==> src/rtl/multi_port_reg_file.sv <==
// Multi-port register file with write-to-read forwarding and a pending-write
// scoreboard. Reads are combinational; the write and the scoreboard update on
// the rising clock edge. Asserting the active-low reset clears everything at once.
module multi_port_reg_file #(
  parameter int DATA_WIDTH = 32,
  parameter int DEPTH      = 32,
  parameter int NUM_RD     = 2,
  parameter int ZERO_REG   = 1,
  parameter int BYPASS     = 1,
  localparam int AW        = $clog2(DEPTH)
) (
  input  logic                                 clk,
  input  logic                                 rst_n,
  input  logic                                 wr_en,
  input  logic [AW-1:0]                        wr_reg,
  input  logic [DATA_WIDTH-1:0]                wr_data,
  input  logic [NUM_RD-1:0][AW-1:0]            rd_reg,
  output logic [NUM_RD-1:0][DATA_WIDTH-1:0]    rd_data,
  output logic [NUM_RD-1:0]                    rd_busy,
  input  logic                                 rsv_en,
  input  logic [AW-1:0]                        rsv_reg,
  output logic [DEPTH-1:0]                     busy_vec
);

  logic [DATA_WIDTH-1:0] mem [DEPTH];
  logic [DEPTH-1:0]      busy_next;
  logic                  wr_store;
  logic                  wr_live;

  // Writes to the hardwired zero register are dropped before they reach storage.
  assign wr_store = wr_en && !((ZERO_REG != 0) && (wr_reg == '0));
  // Forwarding is gated by reset so that outputs read zero while reset is held.
  assign wr_live  = wr_en && rst_n;

  // Register storage: asynchronous clear, then one write per edge.
  always_ff @(posedge clk or negedge rst_n) begin
    if (!rst_n) begin
      for (int unsigned k = 0; k < DEPTH; k++) begin
        mem[k] <= '0;
      end
    end else if (wr_store) begin
      mem[wr_reg] <= wr_data;
    end
  end

  // Scoreboard next state: writeback clears first, so a reservation of the
  // same register in the same cycle overrides it and the bit ends up set.
  always_comb begin
    busy_next = busy_vec;
    if (wr_en) begin
      busy_next[wr_reg] = 1'b0;
    end
    if (rsv_en) begin
      busy_next[rsv_reg] = 1'b1;
    end
    if (ZERO_REG != 0) begin
      busy_next[0] = 1'b0;
    end
  end

  // Scoreboard register.
  always_ff @(posedge clk or negedge rst_n) begin
    if (!rst_n) begin
      busy_vec <= '0;
    end else begin
      busy_vec <= busy_next;
    end
  end

  // Per-port combinational read with optional forwarding; zero register wins last.
  always_comb begin
    rd_data = '0;
    rd_busy = '0;
    for (int unsigned i = 0; i < NUM_RD; i++) begin
      rd_data[i] = mem[rd_reg[i]];
      rd_busy[i] = busy_vec[rd_reg[i]];
      if ((BYPASS != 0) && wr_live && (wr_reg == rd_reg[i])) begin
        rd_data[i] = wr_data;
        rd_busy[i] = 1'b0;
      end
      if ((ZERO_REG != 0) && (rd_reg[i] == '0)) begin
        rd_data[i] = '0;
      end
    end
  end

endmodule

==> config.mk <==
export PLATFORM = sky130hd
export DESIGN_NAME = multi_port_reg_file
export DESIGN_NICKNAME = d
export VERILOG_FILES = /design/src/rtl/multi_port_reg_file.sv
export SDC_FILE = /design/constraint.sdc
export NUM_CORES = 2
export LEC_CHECK = 0
export CAP_MARGIN = 20
export CORE_AREA = 2 2 403 405
export CTS_BUF_LIST = sky130_fd_sc_hd__clkbuf_8
export DETAILED_ROUTE_END_ITERATION = 16
export DIE_AREA = 0 0 405 407
export MAX_ROUTING_LAYER = met4
export PLACE_DENSITY = 0.47
export REMOVE_ABC_BUFFERS = 1
export SLEW_MARGIN = 20
export SYNTH_ARGS = -nofsm -noshare
export SYNTH_HDL_FRONTEND = slang
export SYNTH_SLANG_ARGS = --single-unit
==> constraint.sdc <==
create_clock -name clk -period 3.85 [get_ports clk]
set_input_delay 0.77 -clock clk [delete_from_list [all_inputs] [get_ports clk]]
set_output_delay 0.77 -clock clk [all_outputs]
set_load 0.05 [all_outputs]
==> results.ini <==
[route]
ant_nets=0
dr.pass1.iters=5
vias=36800
drc=0
wl_per_cell_um=31.9
wl_um=201000
drt_iter0_markers=2774
post_drt_via_cell_ratio=5.84

[finish]
drive_above_1_share_pct=54.9
n_fill_cell=14700
seq_area_um2=26400
multi_input_area_um2=27800
area_growth_pct=20.3
final_nets=4042
final_area_um2=67100

[synth]
synth-seq-cells=1055
synth_cell_types=56
synth_common_cells=1055 x dfrtp_1, 1002 x mux2_2, 494 x mux4_2
synth_ff_type=dfrtp_1
synth-seq-area-share_pct=47.3
synth_top_family_by_area=multiplexers
ys_top_cells_by_area=dfrtp_1 47%, mux2_2 20%, mux4_2 20%
synth_cells=3713
synth_compound_area_share_pct=5.38
synth_xor_area_share_pct=0.157
yosys_warnings=0
synth_top_area_cell=dfrtp_1
yosys.area.top_type_share_pct=47.3
avgSynthCellArea_um2=15.0
synth_simple_gate_area_share_pct=1.77
yosys.cell_count.top_type=dfrtp_1
netlist_area_um2=55800
synthMuxAreaShare_pct=41.8
synth_edf_count=0
synth_async_sr_flop_share_pct=100
synth-adder-area-share_pct=0

[timing]
slew_headroom_pct=29.6
rsz0062_at_grt=false
period_needed_ns=3.78
final-hold-violation-count=0
setup-violations-final=0
skew_ns=0
slew_violations=0
fmax_mhz=265
tightest_slew_ns=1.06
fin_crit_sh_pct=98.1
finalHoldWorstSlack_ns=0.256

[placed_design]
port_buffers=152
place.gp.congestion=0.805
dpl.hpwl_um=124000
post_dp_cell_area_um2=63000

[power]
p_per_area_nw_per_um2=505
leakage_nw=29.0
vdd_drop_max_uv=356

[setup_path]
cp-end-kind=primary output
cp-start-kind=input port
worstPathMaxFanout=28
critPathRequiredTime_ns=3.08
crit_arrival_ns=3.01
crit_type=input port to primary output

[floorplan]
core_area_um2=160000
rows=147
start_util_pct=34.9
die_height_um=407
dieArea_um2=165000
die_w_um=405
io_pins=154

[clocking]
cts.clk_slew.worst_paths_ns=0.06
cts_buffers=194
cts_max_path_buffers=3
cts.sinks=1055
cts-htree-levels=4
root_buffer=clkbuf_8
cts_tree=built
worstSkewPairLatency_ns=0.91

[global_route]
grt_max_degree=161
grt_pass1_vias=38200
antenna_found_initial=5
grt_use_total_pct=25.4
grt-ovfl-total=0
grt_pass1_wl_um=291000

[flow_run]
maxCapViolCount=0

[run_status]
status=finished clean

[min_path]
hp-class=input port to async pin

## layer usage
layer / track usage [%] / wire (µm) / vias to the layer above
li1: - / - / 15200
met4: 6.78 / 5200 / 0
met1: 34.8 / 90300 / 20200
met2: 39.6 / 95700 / 1061
met5: - / 0 / -
met3: 3.66 / 9850 / 310
## logic make-up (layout without fill, tap and decap cells)
kind of cell    after synthesis  after routing
flops                      1055           1055
other cells                   1              5
buf+inv                     430            848
simple gates                205            205
mux                        1588           1588
xor+xnor                     10             10
compound gates              424            424
## where the power goes
group / total [mW] / internal (mW) / switching, mW / leakage (nW)
clock network: 10.9 / 5.84 / 5.06 / 2.25
registers: 14.7 / 13.2 / 1.50 / 13.5
logic: 8.28 / 4.71 / 3.57 / 13.2
total: 33.9 / 23.8 / 10.1 / 29.0
## sequential cells by signal, summed over array words and instances (netlist names)
signal / count
busy_vec: 31
mem: 1024
## critical path, stage by stage
cell and delay [ns]:
buf_8 0.12, buf_12 0.22, buf_4 0.47, mux4_2 0.40, o22ai_1 0.21, nor2_1 0.11
a32o_2 0.33, buf_4 0.15, buf_12 0.14
## through the flow
step | setup TNS, ns | util [%] | cells | power, mW | setup WS, ns
6_report | 0 | 41.9 | 6295 | 33.9 | 0.0749
5_1_grt | 0 | 41.9 | 6293 | 35.5 | 0.00758
4_1_cts | 0 | 41.9 | 6284 | 34.2 | 0.0000133
3_5_place_dp | -14.10 | 39.3 | 5934 | 23.2 | -0.443
3_3_place_gp | -14.32 | 39.3 | 5934 | 23.1 | -0.475
2_1_floorplan | -3.58 | - | 3284 | 19.7 | -0.112
## area by class of cell
type	instances	share of cell area [%]
flip-flops and latches	1055	39.3
multi-input cells	2228	41.4
repair buffers	506	9.47
well taps	2160	4.02
clock buffers	242	4.96
diodes	4	0.0149
inverters	1	0.00559
clock inverters	99	0.831
## placed cells by master (no fill, tap or decap), types with 5 or more instances in the layout
cell	count
a211o_1	9
a211oi_1	6
a21oi_1	45
a221o_1	11
a22o_1	15
a22oi_1	93
a32o_1	29
and3_1	5
buf_12	185
buf_4	233
clkbuf_8	242
clkdlybuf4s50_1	70
clkinv_2	13
clkinvlp_4	5
dfrtp_1	1055
dlygate4sd2_1	7
inv_1	70
mux2_1	6
mux2_2	1002
mux2i_1	85
mux4_2	494
nand2_1	25
nand2_4	15
nand3_1	7
nand3b_1	12
nand4_1	5
nor2_1	75
nor2_4	18
nor3b_1	8
o21ai_0	40
o221a_2	9
o221ai_1	11
o22ai_1	130
xnor2_1	6
## worst paths after layout
path	start	to	slack, ns	cells past startpoint
max	rd_reg[1]	rd_data[29]	0.07	9
min	rst_n	busy_vec[20]	0.26	2
max reg2reg	mem[616]	mem[616]	3.06	1
min reg2reg	mem[992]	mem[992]	0.39	0
max in group asynchronous	rst_n	mem[635]	1.06	6
min in group clk	mem[992]	mem[992]	0.39	0
## repair_timing
item | 4_1_cts | 5_1_grt
pin swaps | 1 | 0
resized for setup | 17 | 5
setup buffers | 7 | 7
cloned | 1 | 0
setup endpoints to repair | 61 | 20
hold buffers | 1 | 0
endpoints found under the hold margin | 9 | 0
No activity file was read; power rests on OpenSTA's default activity.
